**config.mk**
```make
export PLATFORM = sky130hd
export DESIGN_NAME = hazard_ctrl
export DESIGN_NICKNAME = d
export VERILOG_FILES = /design/src/rtl/hazard_ctrl.sv
export SDC_FILE = /design/constraint.sdc
export NUM_CORES = 1
export LEC_CHECK = 0
export ABC_CLOCK_PERIOD_IN_PS = 3000
export BUFFER_PORTS_ARGS = -buffer_cell sky130_fd_sc_hd__buf_2
export CAP_MARGIN = 20
export CORE_MARGIN = 4
export CORE_UTILIZATION = 50
export CTS_CLUSTER_SIZE = 28
export DETAILED_ROUTE_END_ITERATION = 10
export GPL_TIMING_DRIVEN = 0
export PLACE_DENSITY = 0.85
export REMOVE_ABC_BUFFERS = 1
export SLEW_MARGIN = 20
export SYNTH_ARGS = -nofsm -noshare
export SYNTH_HDL_FRONTEND = slang
export SYNTH_SLANG_ARGS = --single-unit
```
**constraint.sdc**
```tcl
create_clock -name clk_i -period 3 [get_ports clk_i]
set_input_delay 0.6 -clock clk_i [delete_from_list [all_inputs] [get_ports clk_i]]
set_output_delay 0.6 -clock clk_i [all_outputs]
set_load 0.02 [all_outputs]
```
**src/rtl/hazard_ctrl.sv**
```systemverilog
// hazard_ctrl: stall/flush sequencer for the 5-stage pipeline.
// Handles load-use stalls, ID-resolved redirects and multi-cycle data-memory
// waits, and keeps saturating stall/flush counters plus a sticky timeout flag.
module hazard_ctrl #(
    parameter int MEM_TIMEOUT = 64,
    parameter int CNT_W       = 16
) (
    input  logic             clk_i,
    input  logic             start_i,
    input  logic             IDEX_MemRead_i,
    input  logic [4:0]       IDEX_RegRt_i,
    input  logic [4:0]       IFID_RegRs_i,
    input  logic [4:0]       IFID_RegRt_i,
    input  logic             Branch_taken_i,
    input  logic             Jump_i,
    input  logic             dmem_req_i,
    input  logic             dmem_ack_i,
    output logic             PCWrite_o,
    output logic             IFIDWrite_o,
    output logic             Flush_o,
    output logic             IDEX_Bubble_o,
    output logic             Freeze_o,
    output logic [CNT_W-1:0] stall_cnt_o,
    output logic [CNT_W-1:0] flush_cnt_o,
    output logic             mem_err_o
);

    typedef enum logic [1:0] {
        RUN      = 2'd0,
        LU_STALL = 2'd1,
        MEM_WAIT = 2'd2
    } state_t;

    // wait_cnt only has to reach MEM_TIMEOUT-1, where it parks.
    localparam int WC_W = (MEM_TIMEOUT > 2) ? $clog2(MEM_TIMEOUT) : 1;
    localparam logic [WC_W-1:0] WAIT_LAST = WC_W'(MEM_TIMEOUT - 1);
    localparam logic [CNT_W-1:0] CNT_MAX  = {CNT_W{1'b1}};

    state_t          state, state_nxt;
    logic            pend_flush, pend_nxt;
    logic [WC_W-1:0] wait_cnt;

    logic lu, lu_eff, redirect, miss, frozen;

    assign lu       = IDEX_MemRead_i && (IDEX_RegRt_i != 5'd0) &&
                      ((IDEX_RegRt_i == IFID_RegRs_i) || (IDEX_RegRt_i == IFID_RegRt_i));
    assign redirect = Branch_taken_i | Jump_i;
    assign miss     = dmem_req_i & ~dmem_ack_i;

    // The bubble from a load-use stall is already in EX during LU_STALL, so a
    // still-matching lu there is stale and must not stall again.
    assign lu_eff   = lu && (state != LU_STALL);
    // In MEM_WAIT only the ack releases the freeze; elsewhere a new miss starts one.
    assign frozen   = (state == MEM_WAIT) ? ~dmem_ack_i : miss;

    // State register and pending-flush memory.
    always_ff @(posedge clk_i or negedge start_i) begin
        if (!start_i) begin
            state      <= RUN;
            pend_flush <= 1'b0;
        end else begin
            state      <= state_nxt;
            pend_flush <= pend_nxt;
        end
    end

    // Next-state logic; a redirect seen while entering a miss is parked in
    // pend_flush and consumed on the first cycle that actually flushes.
    always_comb begin
        state_nxt = state;
        pend_nxt  = pend_flush;
        if (state == MEM_WAIT) begin
            if (dmem_ack_i) begin
                state_nxt = RUN;
                if (!lu) begin
                    pend_nxt = 1'b0;
                end
            end
        end else begin
            if (miss) begin
                state_nxt = MEM_WAIT;
                if (redirect) begin
                    pend_nxt = 1'b1;
                end
            end else if (lu_eff) begin
                state_nxt = LU_STALL;
            end else begin
                state_nxt = RUN;
                pend_nxt  = 1'b0;
            end
        end
    end

    // Mealy outputs with priority freeze > load-use stall > flush > normal;
    // everything is held low while reset is asserted.
    always_comb begin
        PCWrite_o     = 1'b0;
        IFIDWrite_o   = 1'b0;
        Flush_o       = 1'b0;
        IDEX_Bubble_o = 1'b0;
        Freeze_o      = 1'b0;
        if (start_i) begin
            if (frozen) begin
                Freeze_o    = 1'b1;
                IFIDWrite_o = 1'b1;
            end else if (lu_eff) begin
                IFIDWrite_o   = 1'b1;
                IDEX_Bubble_o = 1'b1;
            end else if (redirect || pend_flush) begin
                Flush_o   = 1'b1;
                PCWrite_o = 1'b1;
            end else begin
                PCWrite_o = 1'b1;
            end
        end
    end

    // Memory wait counter and sticky timeout flag; waiting continues after timeout.
    always_ff @(posedge clk_i or negedge start_i) begin
        if (!start_i) begin
            wait_cnt  <= '0;
            mem_err_o <= 1'b0;
        end else if ((state == MEM_WAIT) && !dmem_ack_i) begin
            if (wait_cnt == WAIT_LAST) begin
                mem_err_o <= 1'b1;
            end else begin
                wait_cnt <= wait_cnt + WC_W'(1);
            end
        end else begin
            wait_cnt <= '0;
        end
    end

    // Saturating performance counters for stalled and flushed cycles.
    always_ff @(posedge clk_i or negedge start_i) begin
        if (!start_i) begin
            stall_cnt_o <= '0;
            flush_cnt_o <= '0;
        end else begin
            if (!PCWrite_o && (stall_cnt_o != CNT_MAX)) begin
                stall_cnt_o <= stall_cnt_o + CNT_W'(1);
            end
            if (Flush_o && (flush_cnt_o != CNT_MAX)) begin
                flush_cnt_o <= flush_cnt_o + CNT_W'(1);
            end
        end
    end

endmodule
```
* Word level (Yosys, flattened, before mapping)
Cells that the tools add are included.
Storage, ports and cells: register bits 42, input port bits 22, logic and storage cells 64, output and inout bits 38
Cells by class: muxes and demuxes 27, equality and inequality tests 12, bitwise operators 3, $add $sub $neg 3, reductions and logical operators 13
Operator list (number):
- adder 16 x 1 -> 16 bit (second input constant) | 2
- inequality test 16 bit (second input constant) | 2
- 2-to-1 mux 1 bit | 22
- 2-to-1 mux 6 bit | 2
- == test 5 bit | 2
- adder 6 x 1 -> 6 bit (second input constant) | 1
- == test 6 bit (second input constant) | 1
- logical AND 1 bit | 6
- 2-to-1 mux 2 bit | 3
- inequality test 2 bit (second input constant) | 3
- nonzero test 5 bit | 1
- AND reduction 4 bit | 1
- inequality test 3 x 1 -> 1 bit (second input constant) | 1
- inequality test 3 x 2 -> 1 bit (second input constant) | 1
- == test 2 bit (second input constant) | 1
- zero test 1 bit | 2
- logical OR 1 bit | 2
- inequality test 2 x 1 -> 1 bit (second input constant) | 1
- AND reduction 2 bit | 1
- bitwise AND 1 bit | 1
- inverter 1 bit | 1
- bitwise OR 1 bit | 1

* Depth between registers and ports, before layout
depth after elaboration 9, depth in mapped cells 8, gate-level depth less buffers 7

* Worst setup path after synthesis
No wires, ideal clock.
kind input to output, start in IDEX_RegRt_i[1], end out Flush_o, required time 2400 ps, path buffers 1, stages 6, arrival 2012 ps, slack 388 ps, path through or4_1 > o221ai_2 > inv_2 > a21oi_4 > buf_6 > and2_1
On the way: cells in the longest elaborated chain, start to end 7, elaborated cells on any way between the ends 10, classes of those cells eq/ne: 2; mux: 3; reduce/logical: 5
RTL lines:
- from (decl) | line 11 | input logic [4:0] IDEX_RegRt_i,
- == test 5 bit / nonzero test 5 bit (equally long branches) | line 46, 45
- logical OR 1 bit / logical AND 1 bit (equally long branches) | line 46, 45
- logical AND 1 bit (*) | line 45 | assign lu = IDEX_MemRead_i && (IDEX_RegRt_i != 5'd0) &&
- logical AND 1 bit (*) | line 52 | assign lu_eff = lu && (state != LU_STALL);
- 2-to-1 mux 1 bit (*) | line 106 | end else if (lu_eff) begin
- 2-to-1 mux 1 bit (*) | line 103 | if (frozen) begin
- 2-to-1 mux 1 bit (*) | line 102 | if (start_i) begin
- to (decl) | line 20 | output logic Flush_o,
Every way passes the cells marked *; elsewhere a longest branch is shown, timed or not.

* Final worst setup path
Same ends and word-level chain as after synthesis.

==> impl_metrics.json <==
{
  "synth_seq_area_share_pct": 47.8,
  "dieWidth_um": 74.3,
  "maxSlewViolCount": 0,
  "setup_tns_ps": 0,
  "core_um2": 4120,
  "clockBufferDepth": 2,
  "grt_max_degree": 46,
  "synth-edff-count": 0,
  "synth_cells": 219,
  "synth_xor_area_share_pct": 15.9,
  "skew_ps": 4.60,
  "dr_total_vias": 1783,
  "synth_fa_ha_area_share_pct": 1.71,
  "final_cells": 333,
  "synth.area.top_cells": "dfrtp_1 (48%), xnor2_1 (11%), xor2_1 (4.8%), nand3_1 (3.9%), nor2_1 (3.4%)",
  "yosysTopAreaCell": "dfrtp_1",
  "drt.antenna.violating_nets": 0,
  "syn_to_final_growth_pct": 20.8,
  "grt_pass1_vias": 1780,
  "ys_async_sr_fraction_pct": 100,
  "drtIter0Drc": 88,
  "drive_gt1_share_pct": 27.6,
  "hpwl_mm": 3.40,
  "syn_area_per_cell_um2": 10.0,
  "path_class": "in -> out",
  "reg2reg_depth": 5,
  "peakVddDrop_uv": 516,
  "synth.distinct_cells": 40,
  "initial_core_util_pct": 53.4,
  "fp.dieH_um": 74.3,
  "p_sw_w": 0.000660,
  "p_per_area_nw_per_um2": 687,
  "grt_overflow_total": 0,
  "path_clk_slew_ps": 80,
  "final_nets": 308,
  "clock_latency_ps": 290,
  "rrSetupSlack_ps": 710,
  "root_buffer": "clkbuf_8",
  "register_area_um2": 1050,
  "layout_min_cycle_time_ps": 2720,
  "leakage_nw": 1.28,
  "r2r_start": "state[1]",
  "synth_top_area_share_pct": 47.8,
  "wirelength_mm": 4.60,
  "place_inst": 324,
  "combPwrFrac_pct": 30.2,
  "synth_area_um2": 2200,
  "tritoncts": "built",
  "ys_ff_latch": 42,
  "cp-end-kind": "primary output",
  "critPathLaunchType": "primary input",
  "io_pins": 60,
  "synthMuxAreaShare_pct": 1.99,
  "antennaDiodeCount": 0,
  "vias_per_cell": 5.35,
  "clkPwrFrac_pct": 25.0,
  "worstReg2RegEnd": "stall_cnt_o[1]",
  "design_area_um2": 2650,
  "htreeDepth": 2,
  "synth_top_family_by_area": "simple AND/OR/NAND/NOR gates",
  "clock-sinks": 42,
  "yosysWarnings": 0,
  "synthFlopType": "dfrtp_1",
  "grt_pass1_wl_mm": 7.85,
  "synth_top_cells_by_count": "dfrtp_1 (42), xnor2_1 (28), nor2_1 (20), nand3_1 (17), nand2_1 (14)",
  "multi_input_area_um2": 1080,
  "rsz0062_at_grt": "false",
  "power_frac_seq_pct": 44.8,
  "finalHoldViolCount": 0,
  "antenna_found_initial": 0,
  "required_ps": 2400,
  "first_pass_iters": 4,
  "wl_per_cell_um": 13.8,
  "crit_fanout": 6,
  "fillers": 330,
  "yosysMostFrequentCell": "dfrtp_1",
  "fin_crit_sh_pct": 90.6,
  "portBuffers": 59,
  "post-route-util_pct": 64.5,
  "tightest_slew_ps": 868,
  "maxSlewHeadroom_pct": 41.8,
  "gp_congestion": 0.785,
  "maxCapViolCount": 0,
  "drc_errors": 0,
  "dieArea_um2": 5520,
  "power.internal_w": 0.00116,
  "arrival_ps": 2120,
  "floorplan.rows": 23,
  "synth_compound_area_share_pct": 5.92,
  "setup_viol_count_final": 0,
  "numCtsBuffers": 5,
  "swShare_pct": 36.2,
  "hp-class": "in -> async",
  "grt_use_total_pct": 18.3,
  "placed_area_um2": 2520,
  "max_freq_mhz": 368,
  "status": "finished, final reports clean",
  "synth_simple_gate_area_share_pct": 23.6
}
layout by cell type (no fill, tap or decap), drive strengths merged, types with 4 or more instances in the layout:
master	count
nor3	9
nand2	14
buf	61
and2	4
and3	9
nor2	20
xor2	12
nand4	9
a31oi	4
dfrtp	42
clkbuf	6
nand3	19
inv	9
a21oi	6
xnor2	28
cell families (layout without fill, tap and decap cells):
group | Yosys count | count (layout)
buf+inv | 13 | 77
compound gates | 18 | 18
simple gates | 99 | 99
xor+xnor | 40 | 40
fa+ha+maj | 3 | 3
flops | 42 | 42
mux | 4 | 4
per-stage QoR:
step | hold WS [ps] | worst slack (ps) | total power, W
after floorplan | 304 | 318 | 0.00117
after global placement | 455 | -126 | 0.00136
after detailed placement | 456 | -149 | 0.00138
after CTS | 301 | 71.0 | 0.00184
after global routing | 327 | 143 | 0.00194
final | 288 | 282 | 0.00182
worst max-delay path by stage:
stage,slack (ps),from,end,cells after the start
6_report,280,IDEX_RegRt_i[1],Flush_o,7
4_1_cts,70,IDEX_RegRt_i[1],Flush_o,7
3_5_place_dp,-150,start_i,Flush_o,5
5_1_grt,140,state[1],Flush_o,6
3_3_place_gp,-130,start_i,Flush_o,5
2_1_floorplan,320,IDEX_RegRt_i[1],Flush_o,5
sequential cells by signal, indices dropped and copies added (netlist names):
register,flops
state,2
flush_cnt_o,16
wait_cnt,6
mem_err_o,1
stall_cnt_o,16
pend_flush,1
worst max-delay path, cell delays in order:
cell,delay [ps]
buf_2,120
or4_1,550
o221ai_2,220
inv_2,80
a21oi_4,220
and2_1,170
buf_2,160
per-layer routing:
layer	track usage, %	vias up	share of wire [%]
met4	7.11	0	1.1
met1	22.5	851	43
li1	-	881	-
met3	4.46	6	5.5
met2	31.2	45	50
met5	0	-	0
cell type report:
cell class,count,area share (%)
multi-input combinational,164,40.7
tap,50,2.36
clock inverter,1,1.13
inverter,9,1.27
timing repair buffer,61,11.8
clock buffer,6,3.11
sequential,42,39.6
power groups by stage:
stage          Sequential (W)  Clock [W]  Combinational (W)
2_1_floorplan        0.000944          0           0.000227
3_3_place_gp         0.000822          0           0.000541
6_report             0.000817   0.000455           0.000550
3_5_place_dp         0.000829          0           0.000556
4_1_cts              0.000819   0.000466           0.000558
5_1_grt              0.000840   0.000489           0.000608
repair_timing:
| action | in CTS | in global routing |
|---|---|---|
| hold buffers | 0 | 0 |
| resized for setup | 1 | 0 |
| endpoints found under the setup margin | 2 | 1 |
| buffers inserted | 0 | 2 |
Note: power is estimated with default switching activity, not from simulation.
